File: src/rtl/gray_counter.sv
// Up/down binary counter with a registered reflected-Gray copy.
// Supports binary or Gray load, direction control and wrap pulse.
module gray_counter #(
    parameter int unsigned      WIDTH = 32,
    parameter logic [WIDTH-1:0] INIT  = '0
) (
    input  logic             clk,
    input  logic             rst_n,
    input  logic             en,
    input  logic             up_dn,
    input  logic             load,
    input  logic             load_gray,
    input  logic [WIDTH-1:0] load_val,
    output logic [WIDTH-1:0] bin_out,
    output logic [WIDTH-1:0] gray_out,
    output logic             wrap
);

    localparam logic [WIDTH-1:0] ONES = '1;
    localparam logic [WIDTH-1:0] ZERO = '0;
    localparam logic [WIDTH-1:0] ONE  = {{(WIDTH-1){1'b0}}, 1'b1};
    localparam logic [WIDTH-1:0] INIT_GRAY = INIT ^ (INIT >> 1);

    logic [WIDTH-1:0] bin_q;
    logic [WIDTH-1:0] bin_d;
    logic [WIDTH-1:0] gray_q;
    logic [WIDTH-1:0] gray_d;
    logic             wrap_q;
    logic             wrap_d;
    logic [WIDTH-1:0] ld_bin;
    logic             acc;

    // Gray-coded load value back to binary: running XOR from the MSB down
    always_comb begin
        ld_bin = '0;
        acc    = 1'b0;
        for (int i = WIDTH - 1; i >= 0; i--) begin
            acc       = acc ^ load_val[i];
            ld_bin[i] = acc;
        end
    end

    // Next count: load beats enable, then step in the chosen direction
    always_comb begin
        bin_d  = bin_q;
        wrap_d = 1'b0;
        if (load) begin
            bin_d = load_gray ? ld_bin : load_val;
        end else if (en && up_dn) begin
            bin_d  = bin_q + ONE;
            wrap_d = (bin_q == ONES);
        end else if (en) begin
            bin_d  = bin_q - ONE;
            wrap_d = (bin_q == ZERO);
        end
        gray_d = bin_d ^ (bin_d >> 1);
    end

    // Both codes load from the same next value so they never disagree
    always_ff @(posedge clk or negedge rst_n) begin
        if (!rst_n) begin
            bin_q  <= INIT;
            gray_q <= INIT_GRAY;
            wrap_q <= 1'b0;
        end else begin
            bin_q  <= bin_d;
            gray_q <= gray_d;
            wrap_q <= wrap_d;
        end
    end

    assign bin_out  = bin_q;
    assign gray_out = gray_q;
    assign wrap     = wrap_q;

endmodule

File: config.mk
export PLATFORM = sky130hd
export DESIGN_NAME = gray_counter
export DESIGN_NICKNAME = d
export VERILOG_FILES = /design/src/rtl/gray_counter.sv
export SDC_FILE = /design/constraint.sdc
export NUM_CORES = 1
export LEC_CHECK = 0
export CAP_MARGIN = 20
export CORE_AREA = 2 2 203 105
export DETAILED_ROUTE_END_ITERATION = 10
export DIE_AREA = 0 0 205 107
export SYNTH_ARGS = -nofsm -noshare
export SYNTH_HDL_FRONTEND = slang
export SYNTH_SLANG_ARGS = --single-unit
File: constraint.sdc
create_clock -name clk -period 2.6 [get_ports clk]
set_input_delay 0.65 -clock clk [delete_from_list [all_inputs] [get_ports clk]]
set_output_delay 0.65 -clock clk [all_outputs]
set_load 0.02 [all_outputs]
==> flow_summary.html, run 1 <==
<table>
<tr><th>Metric</th><th>Value</th></tr>
<tr><th colspan="2">Critical path</th></tr>
<tr><td>Arrival time worst endpoint</td><td>3050 ps</td></tr>
<tr><td>Critical path startpoint category</td><td>input pin</td></tr>
<tr><td>Worst-path fanout max</td><td>2</td></tr>
<tr><td>Critical Setup Path Class</td><td>input pin to flip-flop</td></tr>
<tr><td>Required time worst endpoint</td><td>2830 ps</td></tr>
<tr><td>Category of the worst setup path capture point</td><td>flip-flop</td></tr>
<tr><th colspan="2">Routing</th></tr>
<tr><td>Via count</td><td>4721</td></tr>
<tr><td>Aggregate routed wire length</td><td>18800 um</td></tr>
<tr><td>Drt pass-1 iters</td><td>5</td></tr>
<tr><td>DRC violations left</td><td>0</td></tr>
<tr><td>Antenna-violating nets left</td><td>0</td></tr>
<tr><td>Routed WL per cell</td><td>17.9 um</td></tr>
<tr><td>Iteration-0 DRC Markers</td><td>328</td></tr>
<tr><td>Detail-routed via count per cell</td><td>4.49</td></tr>
<tr><th colspan="2">Power and ir drop</th></tr>
<tr><td>Sequential power share</td><td>0.200</td></tr>
<tr><td>Power dissipated by switching net loads</td><td>3.75 mW</td></tr>
<tr><td>Share of total power in the clock network</td><td>0.142</td></tr>
<tr><td>Largest vdd supply drop</td><td>357 uV</td></tr>
<tr><td>Logic gate share of total power</td><td>0.657</td></tr>
<tr><td>LEAKAGE</td><td>3.50 nW</td></tr>
<tr><td>Fraction of power spent switching nets</td><td>0.422</td></tr>
<tr><td>Power Internal</td><td>5.13 mW</td></tr>
<tr><td>Final Power</td><td>8.88 mW</td></tr>
<tr><td>Power per cell area</td><td>1080 nW/um2</td></tr>
<tr><th colspan="2">Clock network</th></tr>
<tr><td>Number of buffers created by CTS</td><td>9</td></tr>
<tr><td>Buffer depth of the longest clock path</td><td>2</td></tr>
<tr><td>Total clock sinks</td><td>64</td></tr>
<tr><td>Worst-skew pair later-pin latency</td><td>350 ps</td></tr>
<tr><td>Hold-fix buffers at CTS</td><td>0</td></tr>
<tr><td>Clk root buf</td><td>clkbuf_16</td></tr>
<tr><td>Count of H-tree levels built during CTS</td><td>3</td></tr>
<tr><td>Clock Pin Slew Worst Setup and Hold Paths</td><td>60 ps</td></tr>
<tr><td>Clock tree from TritonCTS</td><td>done</td></tr>
<tr><th colspan="2">STA</th></tr>
<tr><td>Measured slew at the worst slew-check pin</td><td>503 ps</td></tr>
<tr><td>Peak Freq</td><td>354 MHz</td></tr>
<tr><td>Setup repair after global routing missed its margin</td><td>true</td></tr>
<tr><td>Hold violation total from the final report</td><td>0</td></tr>
<tr><td>Min Clock Period, post-route</td><td>2820 ps</td></tr>
<tr><td>Worst-case headroom to the max-slew limit</td><td>0.664</td></tr>
<tr><td>Fin worst setup slack</td><td>-222 ps</td></tr>
<tr><td>Clock skew after layout</td><td>10.0 ps</td></tr>
<tr><td>Total Negative Setup Slacks</td><td>-2140 ps</td></tr>
<tr><td>Post-route fraction of the period consumed by the critical path</td><td>1.09</td></tr>
<tr><td>Final setup violation count</td><td>20</td></tr>
<tr><td>Hold WS</td><td>87.2 ps</td></tr>
<tr><td>Max-slew violation count</td><td>0</td></tr>
<tr><th colspan="2">Run</th></tr>
<tr><td>Number of maximum-capacitance constraint violations</td><td>0</td></tr>
<tr><th colspan="2">Layout</th></tr>
<tr><td>Layout filler cell count</td><td>2025</td></tr>
<tr><td>Final Net Count</td><td>814</td></tr>
<tr><td>Count of antenna diodes in the layout</td><td>0</td></tr>
<tr><td>Final core utilization</td><td>0.407</td></tr>
<tr><td>Post-synthesis to final-layout area growth</td><td>72.1%</td></tr>
<tr><td>Count of non-filler cells in the finished layout</td><td>1051</td></tr>
<tr><td>Commonest cells after routing, fill and taps aside</td><td>buf_4, clkdlybuf4s50_1, nand2_1</td></tr>
<tr><td>Fraction of final layout cells sized beyond drive strength 1</td><td>0.368</td></tr>
<tr><td>Cell area after layout</td><td>8220 um2</td></tr>
<tr><td>Most common cell after layout, fill and taps aside</td><td>buf_4</td></tr>
<tr><th colspan="2">Synthesis</th></tr>
<tr><td>Top post-synthesis cells by area</td><td>dfrtp_1, xnor2_1, xor2_1</td></tr>
<tr><td>Prevailing post-synth register cell</td><td>dfrtp_1</td></tr>
<tr><td>Library cells used by synthesis</td><td>51</td></tr>
<tr><td>Yosys synthesis warning count</td><td>0</td></tr>
<tr><td>Top cell type by total area after synthesis</td><td>dfrtp_1</td></tr>
<tr><td>Syn Inst Count</td><td>524</td></tr>
<tr><td>Number of flops mapped to enable cells by yosys</td><td>0</td></tr>
<tr><td>Sequential-to-total area share from yosys stat</td><td>0.335</td></tr>
<tr><td>Mapped Area</td><td>4780 um2</td></tr>
<tr><td>Post-synthesis area per instance</td><td>9.12 um2</td></tr>
<tr><td>FFs w/ async S/R, synth</td><td>1.00</td></tr>
<tr><td>Synth Register Bits</td><td>64</td></tr>
<tr><td>Fraction of synthesized cell area taken by the top area cell type</td><td>0.335</td></tr>
<tr><td>Post-synth net total</td><td>565</td></tr>
<tr><th colspan="2">Global routing</th></tr>
<tr><td>Vias in the first global route</td><td>4606</td></tr>
<tr><td>First-pass GRT wire length</td><td>28300 um</td></tr>
<tr><td>Largest net degree at the start of global routing</td><td>33</td></tr>
<tr><td>Most used routing layer</td><td>met1</td></tr>
<tr><td>Global-route met2 utilization</td><td>0.210</td></tr>
<tr><td>Number of antenna violations at the first check in global routing</td><td>0</td></tr>
<tr><td>GRT Overall Usage</td><td>0.175</td></tr>
<tr><td>Total grt overflow</td><td>0</td></tr>
<tr><td>Met1 Usage GRT</td><td>0.288</td></tr>
<tr><td>Met3 usage in global routing</td><td>0.0544</td></tr>
<tr><th colspan="2">Status</th></tr>
<tr><td>Failing checks</td><td>setup timing</td></tr>
<tr><td>Result of the run</td><td>finished, violations left</td></tr>
<tr><th colspan="2">Die</th></tr>
<tr><td>Die span in x</td><td>205 um</td></tr>
<tr><td>Core region area</td><td>20200 um2</td></tr>
<tr><td>Starting density of the core</td><td>0.237</td></tr>
<tr><td>Die Height</td><td>107 um</td></tr>
<tr><td>Core Rows</td><td>37</td></tr>
<tr><td>IO Count</td><td>103</td></tr>
<tr><td>Die Footprint</td><td>21900 um2</td></tr>
<tr><th colspan="2">Place</th></tr>
<tr><td>Worst setup slack after placement</td><td>-931 ps</td></tr>
<tr><td>Total of buffers placed on input and output ports</td><td>102</td></tr>
<tr><td>Routability cong.</td><td>0.899</td></tr>
<tr><td>Final HPWL from detailed placement</td><td>14800 um</td></tr>
<tr><td>Placed cell areas</td><td>7140 um2</td></tr>
<tr><td>Post-Place Cells</td><td>1011</td></tr>
<tr><th colspan="2">Min path</th></tr>
<tr><td>Hold crit path type</td><td>input pin to asynchronous set/reset pin</td></tr>
</table>
## registers in the layout, indices dropped and copies added, names as in the netlist
| signal | cells |
|---|---|
| gray_out | 31 |
| bin_out | 32 |
| wrap | 1 |
## area by class of cell
type                            instances  area [um2]  area share
Timing Repair Buffer                  265        2300       0.280
Clock inverter                          7        77.6     0.00944
Clock buffer                            9         225      0.0274
Sequential cell                        64        1600       0.195
Multi-Input combinational cell        416        3610       0.439
Tap cell                              273         342      0.0415
Inverter                               17        63.8     0.00776
## power by group through the flow
stage          Sequential (mW)  Clock (mW)  Combinational, mW
2_1_floorplan             2.22           0               2.05
3_3_place_gp              1.76           0               4.87
3_5_place_dp              1.75           0               4.89
4_1_cts                   1.75        1.30               5.44
5_1_grt                   1.83        1.35               6.21
6_report                  1.78        1.27               5.84
## worst max-delay path, stage by stage
cell and delay (ps):
buf_8 80, xnor3_2 440, xnor2_2 160, buf_4 140, buf_6 80, xor3_2 430, buf_6 130, xor3_1 370
buf_4 150, o31a_1 280, xnor2_1 140
## cell usage after synthesis (all sizes together) (12+ instances only)
master / count
xnor2: 78
nor3: 17
mux2i: 12
inv: 15
xor2: 55
nand3: 13
nand2: 67
dfrtp: 64
o21ai: 22
nor4: 15
a21oi: 17
nor2: 37
clkbuf: 22
## per-layer routing
metal  wire length, um  part of all wire
met1             10200              0.54
met2              6700              0.36
met3              1750             0.093
met4               117            0.0062
met5                 0                 0
## worst paths after layout
kind,start,to,slack (ps),cells after the start
min reg2reg,bin_out[19],bin_out[19],720,3
max in group asynchronous,rst_n,bin_out[13],1850,2
min in group clk,load_val[31],bin_out[31],680,3
min,rst_n,gray_out[7],90,1
max reg2reg,bin_out[8],gray_out[20],80,8
max,load_val[19],gray_out[4],-220,11
## repair_timing
action,CTS,global route
resized for setup,112,72
pin swaps,57,40
endpoints found under the setup margin,62,55
setup buffers,19,11
## cells by family after synthesis
family	Yosys count	synth area share
AO/OA/AOI/OAI	66	0.0872
XOR/XNOR	147	0.316
adder cells (fa/ha/maj)	3	0.00786
buffers and inverters	44	0.0369
flip-flops	64	0.335
multiplexers	14	0.0299
AND/OR/NAND/NOR	186	0.187
Note: power is estimated with default switching activity, not from simulation.
==> run 2: changes to the inputs <==
- CTS_BUF_LIST: default -> sky130_fd_sc_hd__clkbuf_16
==> results of run 2 <==
No change in the layout: final DEF, timing and power equal those of run 1.
==> run 3: changes to the inputs <==
- CAP_MARGIN: 20 -> 25
==> results of run 3 <==
No change in the layout: final DEF, timing and power equal those of run 1.
